--- config.mk ---
export PLATFORM = sky130hd
export DESIGN_NAME = parity_uart_rx
export DESIGN_NICKNAME = d
export VERILOG_FILES = /design/src/rtl/parity_uart_rx.sv
export SDC_FILE = /design/constraint.sdc
export NUM_CORES = 1
export LEC_CHECK = 0
export ABC_AREA = 1
export BUFFER_PORTS_ARGS = -buffer_cell sky130_fd_sc_hd__buf_4
export CORE_MARGIN = 4
export CORE_UTILIZATION = 40
export DETAILED_ROUTE_END_ITERATION = 6
export GPL_TIMING_DRIVEN = 0
export HOLD_SLACK_MARGIN = 0.1
export SYNTH_ARGS = -nofsm -noshare
export SYNTH_HDL_FRONTEND = slang
export SYNTH_SLANG_ARGS = --single-unit
export TNS_END_PERCENT = 50
--- constraint.sdc ---
create_clock -name clk -period 3.58 [get_ports clk]
set_clock_uncertainty 0.05 [all_clocks]
set_input_delay 0.716 -clock clk [delete_from_list [all_inputs] [get_ports clk]]
set_output_delay 0.716 -clock clk [all_outputs]
set_load 0.1 [all_outputs]
--- src/rtl/parity_uart_rx.sv ---
`default_nettype none
// +----------------------------------------------------------------------------+
// | Module      : parity_uart_rx                                               |
// | Description : Serial receiver for start/data/parity/stop frames. Samples   |
// |               each bit at its midpoint, checks parity with an XOR          |
// |               accumulator, flags framing errors and strobes valid for one  |
// |               cycle per completed frame.                                   |
// | Revision    : 1.0 - initial release                                        |
// +----------------------------------------------------------------------------+
module parity_uart_rx #(
  parameter int DATA_BITS    = 8,
  parameter int CLKS_PER_BIT = 16,
  parameter int PARITY_ODD   = 0
) (
  input  logic                 clk,
  input  logic                 rst_n,
  input  logic                 rx,
  output logic [DATA_BITS-1:0] data_out,
  output logic                 valid,
  output logic                 parity_err,
  output logic                 frame_err,
  output logic                 busy
);

  localparam int CNT_W = $clog2(CLKS_PER_BIT);
  localparam int IDX_W = $clog2(DATA_BITS);

  localparam logic [CNT_W-1:0] C_CNT_LAST = CNT_W'(CLKS_PER_BIT - 1);
  localparam logic [CNT_W-1:0] C_CNT_MID  = CNT_W'(CLKS_PER_BIT / 2 - 1);
  localparam logic [CNT_W-1:0] C_CNT_ONE  = CNT_W'(1);
  localparam logic [IDX_W-1:0] C_IDX_LAST = IDX_W'(DATA_BITS - 1);
  localparam logic [IDX_W-1:0] C_IDX_ONE  = IDX_W'(1);
  localparam logic             C_PAR_ODD  = (PARITY_ODD != 0);

  typedef enum logic [2:0] {
    S_IDLE      = 3'd0,
    S_START     = 3'd1,
    S_DATA      = 3'd2,
    S_PARITY    = 3'd3,
    S_STOP      = 3'd4,
    S_DONE      = 3'd5,
    S_WAIT_HIGH = 3'd6
  } state_t;

  state_t               state_q, state_d;
  logic [1:0]           sync_q, sync_d;
  logic [CNT_W-1:0]     cnt_q, cnt_d;
  logic [IDX_W-1:0]     idx_q, idx_d;
  logic                 acc_q, acc_d;
  logic                 pbit_q, pbit_d;
  logic [DATA_BITS-1:0] shift_q, shift_d;
  logic [DATA_BITS-1:0] data_q, data_d;
  logic                 perr_q, perr_d;
  logic                 ferr_q, ferr_d;
  logic                 rxs;

  // Two-stage synchronizer; the line idles high so both stages reset to 1.
  always_comb begin
    sync_d = {sync_q[0], rx};
  end

  assign rxs = sync_q[1];

  // Frame sequencing: counter paces each bit, samples land on bit midpoints.
  always_comb begin
    state_d = state_q;
    cnt_d   = cnt_q;
    idx_d   = idx_q;
    acc_d   = acc_q;
    pbit_d  = pbit_q;
    shift_d = shift_q;
    data_d  = data_q;
    perr_d  = perr_q;
    ferr_d  = ferr_q;

    case (state_q)
      S_IDLE: begin
        cnt_d = '0;
        if (!rxs) begin
          state_d = S_START;
        end
      end

      S_START: begin
        if (cnt_q == C_CNT_MID) begin
          cnt_d = '0;
          if (!rxs) begin
            state_d = S_DATA;
            idx_d   = '0;
            acc_d   = 1'b0;
          end else begin
            // Line went back high before the midpoint: treat as a glitch.
            state_d = S_IDLE;
          end
        end else begin
          cnt_d = cnt_q + C_CNT_ONE;
        end
      end

      S_DATA: begin
        if (cnt_q == C_CNT_LAST) begin
          cnt_d = '0;
          acc_d = acc_q ^ rxs;
          for (int i = 0; i < DATA_BITS; i++) begin
            if (idx_q == IDX_W'(i)) begin
              shift_d[i] = rxs;
            end
          end
          if (idx_q == C_IDX_LAST) begin
            state_d = S_PARITY;
          end else begin
            idx_d = idx_q + C_IDX_ONE;
          end
        end else begin
          cnt_d = cnt_q + C_CNT_ONE;
        end
      end

      S_PARITY: begin
        if (cnt_q == C_CNT_LAST) begin
          cnt_d   = '0;
          pbit_d  = rxs;
          state_d = S_STOP;
        end else begin
          cnt_d = cnt_q + C_CNT_ONE;
        end
      end

      S_STOP: begin
        if (cnt_q == C_CNT_LAST) begin
          cnt_d   = '0;
          state_d = S_DONE;
          data_d  = shift_q;
          perr_d  = (acc_q ^ pbit_q) != C_PAR_ODD;
          ferr_d  = ~rxs;
        end else begin
          cnt_d = cnt_q + C_CNT_ONE;
        end
      end

      S_DONE: begin
        cnt_d = '0;
        // A low stop bit may be the start of a break; wait for the line
        // to recover so one break yields exactly one errored frame.
        state_d = ferr_q ? S_WAIT_HIGH : S_IDLE;
      end

      S_WAIT_HIGH: begin
        cnt_d = '0;
        if (rxs) begin
          state_d = S_IDLE;
        end
      end

      default: begin
        state_d = S_IDLE;
        cnt_d   = '0;
      end
    endcase
  end

  // State and datapath registers; reset abandons any partial frame.
  always_ff @(posedge clk or negedge rst_n) begin
    if (!rst_n) begin
      state_q <= S_IDLE;
      sync_q  <= 2'b11;
      cnt_q   <= '0;
      idx_q   <= '0;
      acc_q   <= 1'b0;
      pbit_q  <= 1'b0;
      shift_q <= '0;
      data_q  <= '0;
      perr_q  <= 1'b0;
      ferr_q  <= 1'b0;
    end else begin
      state_q <= state_d;
      sync_q  <= sync_d;
      cnt_q   <= cnt_d;
      idx_q   <= idx_d;
      acc_q   <= acc_d;
      pbit_q  <= pbit_d;
      shift_q <= shift_d;
      data_q  <= data_d;
      perr_q  <= perr_d;
      ferr_q  <= ferr_d;
    end
  end

  assign data_out   = data_q;
  assign parity_err = perr_q;
  assign frame_err  = ferr_q;
  assign valid      = (state_q == S_DONE);
  assign busy       = (state_q != S_IDLE);

endmodule
`default_nettype wire

==> out/metrics.yaml, run 1 <==
power:
  peakVddDrop_v: 0.000455
  switching_share_pct: 39.4
  p_int_mw: 0.808
  p_seq_share_pct: 35.1
  power_density_nw_per_um2: 706
  power.share.clock_pct: 28.1
  total_power_mw: 1.33
  p_leak_nw: 0.962
  p_sw_mw: 0.525
  p_comb_share_pct: 36.7
setup_path:
  worstPathArrival_ns: 1.38
  reg2reg_slack_ns: 2.02
  r2r-end: "idx_q[1]"
  path_cells: "buf_6 -> inv_1 -> nand2_1 -> nor2_1 -> buf_4"
  r2r_start: "cnt_q[0]"
  crit_path_top_delay_cell: "dfrtp_1"
  crit_fanout: 8
  r2r_cells: 9
  end_kind: "output pin"
  critical-path-max-stage-delay_ns: 0.37
  crit_path_start_kind: "flip-flop"
  worst-setup-path-type: "flip-flop to output pin"
  required_ns: 2.81
floorplanning:
  rows: 22
  core_um2: 3770
  dieArea_um2: 5070
  io-pin-count: 15
  dieWidth_um: 71.2
  die_y_um: 71.2
  start_util_pct: 42.3
timing:
  min_period_ns: 2.15
  worst_slew_pin_slew_ns: 0.424
  period_share_pct: 59.9
  rsz0062_at_grt: "false"
  maxSlewHeadroom_pct: 71.8
  finalSetupViolCount: 0
  slew_viol_final: 0
  hold-worst-slack_ns: 0.304
  fmax_mhz: 466
  hold_viol: 0
  fin_tns_setup_ns: 0
  fin_ws_ns: 1.43
global_routing:
  antenna_found_initial: 0
  grt_overflow: 0
  grt_pass1_wl_um: 5320
  grtUsageTotal_pct: 13.3
  grt_max_degree: 33
  grt_pass1_vias: 1139
final_layout:
  final_layout_size_suffix_gt1_share_pct: 19.2
  diodes: 0
  stdcell_area_um2: 1890
  fin_cells: 256
  n_fill_cell: 358
  area_delta_synth_final_pct: 18.3
  seqCellArea_um2: 803
  final_util_pct: 50.1
  fin_nets: 217
  multi_input_area_um2: 683
placed_design:
  dp.cells: 248
  place_hpwl_um: 2280
  numPortBuffers: 14
  detailedPlace.worstSlack_ns: 1.73
  postPlaceCellArea_um2: 1760
  place_congestion: 0.865
synth:
  yosys.area_share.simple_pct: 28.0
  ys_ff_latch: 32
  synth_area_um2: 1600
  synth_compound_area_share_pct: 7.68
  postSynthCellCount: 186
  yosysWarningCount: 0
  synth-xor-area-share_pct: 1.65
  synth_fa_ha_area_share_pct: 5.49
  synth_seq_area_share_pct: 50.3
  synthesis.nets: 196
  synth_top_family_by_area: "simple AND/OR/NAND/NOR gates"
  avgSynthCellArea_um2: 8.58
  synthDistinctLibCells: 22
  synth.mux.area_fraction_pct: 0
drt:
  drt-pass1-iter-count: 4
  drt_iter0_drc: 72
  drc: 0
  viasPerCell: 4.93
  routed_wl_um: 3090
  wl_per_cell_um: 12.1
  routed-via-count: 1261
  ant_nets: 0
clock_tree:
  postCtsSetupBuffers: 0
  clk_latency_ns: 0.28
  cts_hold_buf: 0
  cts_buffer_depth: 2
  clkSlewWorstSetupHoldPaths_ns: 0.07
  cts_resized: 0
  numCtsBuffers: 5
  cts-htree-levels: 2
  cts_tree: "yes"
  root_buffer: "clkbuf_8"
  clock_sinks: 32
flow_run:
  drv_cap: 0
outcome:
  outcome: "completed"
min_path:
  hold_class: "input pin to asynchronous set/reset pin"
[power by group through the flow]
stage / clock network [mW] / logic, mW / registers, mW
floorplan: 0 / 0.393 / 0.460
global placement: 0 / 0.474 / 0.468
detailed placement: 0 / 0.489 / 0.475
CTS: 0.388 / 0.491 / 0.466
global route: 0.400 / 0.550 / 0.475
finish: 0.375 / 0.489 / 0.468
[critical path: cells and delay by family (launching register included)]
family        cells  cell delay (ns)
buf+inv           3             0.52
flops             1             0.37
simple gates      2             0.21
[layout by cell type, fill, tap and decap left out, types with 2 or more instances in the layout]
cell type,Yosys,routed
nand2_1,54,54
dfrtp_1,30,30
nor2_1,19,19
o21ai_0,16,16
buf_4,0,14
nand3_1,13,13
inv_1,10,10
nand4_1,7,7
ha_1,7,7
clkbuf_8,0,7
a21oi_1,6,6
buf_6,5,5
nand2_2,3,3
inv_2,2,2
nor2_4,2,2
xor2_1,2,2
nor2_2,2,2
dfstp_2,2,2
[cells in the mapped netlist, drive strengths merged]
master  number  area [um^2]
nand2       57          221
dfrtp       30          751
nor2        23          106
o21ai       17         85.1
nand3       14         75.1
inv         12         45.1
ha           7         87.6
nand4        7         43.8
a21oi        6         30.0
buf          6         61.3
dfstp        2         52.6
xor2         2         17.5
clkbuf       1         3.75
o21a         1         7.51
xnor2        1         8.76
[logic make-up after synthesis]
group | count (synthesis)
and+or+nand+nor | 101
DFF | 32
AOI/OAI and AO/OA | 24
buffers and inverters | 19
adders and majority gates | 7
xor gates and xnor gates | 3
[flip-flops by register name, indices dropped and copies added (netlist names)]
register and flops:
pbit_q 1, parity_err 1, cnt_q 4, idx_q 3, data_out 8, shift_q 8, sync_q 2, state_q 3
acc_q 1, frame_err 1
[area by class of cell]
| type | count | area share, % |
|---|---|---|
| Sequential cell | 32 | 42.5 |
| Multi-Input combinational cell | 135 | 36.2 |
| Timing Repair Buffer | 14 | 5.57 |
| Clock buffer | 7 | 5.10 |
| Buffer | 7 | 3.45 |
| Tap cell | 48 | 3.18 |
| Inverter | 12 | 2.39 |
| Clock inverter | 1 | 1.59 |
[worst max path at each step]
| stage | start | end | depth (start not counted) |
|---|---|---|---|
| 5_1_grt | state_q[1] | valid | 5 |
| 2_1_floorplan | state_q[1] | valid | 4 |
| 6_report | state_q[1] | valid | 5 |
| 3_3_place_gp | state_q[1] | valid | 5 |
| 4_1_cts | state_q[1] | valid | 5 |
| 3_5_place_dp | state_q[1] | valid | 5 |
[per-layer routing]
metal  up-vias  share of wire (%)  GRT usage [%]
li1        645                  -              -
met1       578                 49           18.3
met2        33                 44           19.6
met3         5                5.8           4.26
met4         0                1.2           5.01
met5         -                  0              0
Note: power is estimated with default switching activity, not from simulation.
==> inputs of run 2 (changes only) <==
- ABC_AREA: 1 -> 0
- clock period: 3.58 -> 2 ns (I/O delays scaled with it)
==> run 2 against run 1 <==
Compared with the run above:
- area after synthesis shrank 5.6%
- first-iteration DRC count shrank 49%
- non-clock buffer count shrank 1
- wire length shrank 14%
- die area shrank 4.9%
- setup slack lost 1.4 ns
- sequential power grew 72%
- critical endpoint is now idx_q[0]
- largest power group is now registers
==> out/metrics.yaml, run 2 <==
outcome:
  outcome: "completed"
placed_design:
  place_hpwl_um: 1930  # -15%
  place_congestion: 0.826  # -4.4%
  numPortBuffers: 14  # unchanged
setup_path:
  required_ns: 2.12  # -0.69 ns
  cp_common_cell: "ha_1"
  worstPathArrival_ns: 2.04  # +0.66 ns
  worst-setup-path-type: "flip-flop to flip-flop"
  crit_path_start_kind: "flip-flop"
  crit_fanout: 4  # -4
  path_cells: "ha_1 -> ha_1 -> nor4_2 -> nor2_1 -> mux2_2"
  crit_path_top_delay_cell: "nor4_2"
  critical-path-max-stage-delay_ns: 0.44  # +0.07 ns
  end_kind: "flip-flop"
synth:
  avgSynthCellArea_um2: 11.7  # +36%
  synth_area_leaders: "dfrtp_1 50%, mux2_2 9.0%, ha_1 5.8%"
  synthArstFlopShare_pct: 100  # unchanged
  synth_common_cells: "30 x dfrtp_1, 12 x mux2_2, 8 x nand3_1, 8 x nor2_1"
  synth_seq_area_share_pct: 53.3  # +3.0 points
  postSynthCellCount: 129  # -31%
  synthDistinctLibCells: 31  # +41%
  yosysMostFrequentCell: "dfrtp_1"
  synth_top_area_share_pct: 49.8  # +2.8 points
  synthesis.nets: 139  # -29%
  yosysWarningCount: 0  # unchanged
  yosysTopAreaCell: "dfrtp_1"
  synth_ff_type: "dfrtp_1"
  synth_area_um2: 1510  # -5.6%
  synth_edf_count: 0  # unchanged
  ys_ff_latch: 32  # unchanged
floorplanning:
  rows: 22  # unchanged
  die_y_um: 69.4  # -2.5%
  dieArea_um2: 4820  # -4.9%
  core_um2: 3660  # -2.9%
  start_util_pct: 41.2  # -1.2 points
  io-pin-count: 15  # unchanged
  dieWidth_um: 69.4  # -2.5%
clock_tree:
  postCtsSetupBuffers: 0  # unchanged
  cts_buffer_depth: 2  # unchanged
  root_buffer: "clkbuf_8"
  clkSlewWorstSetupHoldPaths_ns: 0.06  # about the same
  cts-htree-levels: 2  # unchanged
  clock_sinks: 32  # unchanged
  numCtsBuffers: 5  # unchanged
  clk_latency_ns: 0.28  # about the same
  cts_tree: "yes"
global_routing:
  grt_max_degree: 33  # unchanged
  grt_pass1_wl_um: 4980  # -6.4%
  grt_overflow: 0  # unchanged
  grt_pass1_vias: 1080  # -5.2%
  grtUsageTotal_pct: 13.0  # -0.31 points
  antenna_found_initial: 0  # unchanged
drt:
  routed_wl_um: 2660  # -14%
  drt_iter0_drc: 37  # -49%
  wl_per_cell_um: 13.3  # +10%
  viasPerCell: 5.00  # +1.4%
  drc: 0  # unchanged
  routed-via-count: 999  # -21%
  drt-pass1-iter-count: 4  # unchanged
  ant_nets: 0  # unchanged
timing:
  hold_viol: 0  # unchanged
  rsz0062_at_grt: "true"
  slew_viol_final: 0  # unchanged
  fmax_mhz: 519
  worst_slew_pin_slew_ns: 0.433  # +0.00950 ns
  min_period_ns: 1.93
  period_share_pct: 96.4
  maxSlewHeadroom_pct: 70.9  # -0.90 points
  finalSetupViolCount: 0  # unchanged
  hold-worst-slack_ns: 0.181  # -0.123 ns
min_path:
  hold_class: "input pin to flip-flop"
power:
  p_leak_nw: 0.877  # -8.8%
  power_density_nw_per_um2: 1030  # +46%
  peakVddDrop_v: 0.000428  # -5.9%
  total_power_mw: 1.88  # +41%
flow_run:
  drv_cap: 0  # unchanged
final_layout:
  n_fill_cell: 348  # -2.8%
  final_common_cell: "dfrtp_1"
  final_cell_mix: "29 x dfrtp_1, 13 x buf_4, 12 x mux2_2"
  multi_input_area_um2: 663  # -2.9%
  fin_nets: 161  # -26%
  seqCellArea_um2: 805  # +0.16%
  final_layout_size_suffix_gt1_share_pct: 29.6  # +10 points
  area_delta_synth_final_pct: 20.7
  diodes: 0  # unchanged
==> run 2: layout make-up <==
| cell class | instances | share of cell area (%) |
|---|---|---|
| sequential | 32 | 44.2 |
| multi-input combinational | 85 | 36.5 |
| timing repair buffer | 15 | 7.02 |
| clock buffer | 6 | 3.99 |
| tap | 48 | 3.30 |
| clock inverter | 2 | 1.93 |
| buffer | 5 | 1.65 |
| inverter | 7 | 1.44 |
==> run 2: layer usage <==
metal  up-vias  part of all wire [%]  routed length [um]  global-route usage (%)
li1        491                     -                   -                       -
met1       477                    46                1210                    16.6
met2        25                    48                1280                    19.6
met3         6                   4.4                 118                    4.93
met4         0                   1.8                  48                    5.86
met5         -                     0                   0                       0
==> run 2: cells by family after synthesis <==
| logic type | count (synthesis) | share of synthesized area [%] |
|---|---|---|
| flops | 32 | 53.3 |
| xor+xnor | 4 | 2.32 |
| fa+ha+maj | 7 | 5.81 |
| mux | 18 | 13.4 |
| simple gates | 38 | 14.7 |
| buf+inv | 12 | 3.24 |
| compound gates | 18 | 7.22 |
==> run 2: report_power, final <==
| group | internal, mW | switching [mW] |
|---|---|---|
| Clock | 0.369 | 0.224 |
| Combinational | 0.198 | 0.281 |
| Sequential | 0.727 | 0.0797 |
==> run 2: worst max-delay path: cells and delay by family, from the launching register on <==
family | cells | cell delay, ns
multiplexers | 1 | 0.29
flip-flops | 1 | 0.42
AND/OR/NAND/NOR | 2 | 0.60
adder cells (fa/ha/maj) | 2 | 0.45
==> run 2: repair_timing <==
| item | in CTS | in global routing |
|---|---|---|
| pin swaps | 0 | 0 |
| hold buffers | 1 | 0 |
| gates resized for setup | 3 | 7 |
| setup endpoints to repair | 1 | 3 |
| hold endpoints to repair | 30 | 0 |
==> run 2: final timing paths <==
| check | cells past startpoint | slack [ns] | from | to |
|---|---|---|---|---|
| worst max register to register | 5 | 0.07 | idx_q[0] | idx_q[0] |
| worst min-delay path | 1 | 0.18 | rx | sync_q[0] |
| worst min register to register | 0 | 0.30 | sync_q[0] | sync_q[1] |
| max in group asynchronous | 2 | 1.03 | rst_n | sync_q[0] |
| min in group asynchronous | 2 | 0.54 | rst_n | shift_q[0] |
| worst max-delay path | 5 | 0.07 | idx_q[0] | idx_q[0] |
==> run 2: per-stage QoR <==
stage | TNS (ns) | util (%) | worst slack (ns) | area (um^2) | instances
after floorplan | 0 | - | 0.0345 | 1510 | 129
after global placement | 0 | 45.8 | 0.131 | 1680 | 191
after detailed placement | 0 | 45.8 | 0.0748 | 1680 | 191
after CTS | 0 | 49.3 | 0.00742 | 1810 | 200
after global routing | -0.0550 | 49.7 | -0.0550 | 1820 | 200
final | 0 | 49.7 | 0.0718 | 1820 | 200
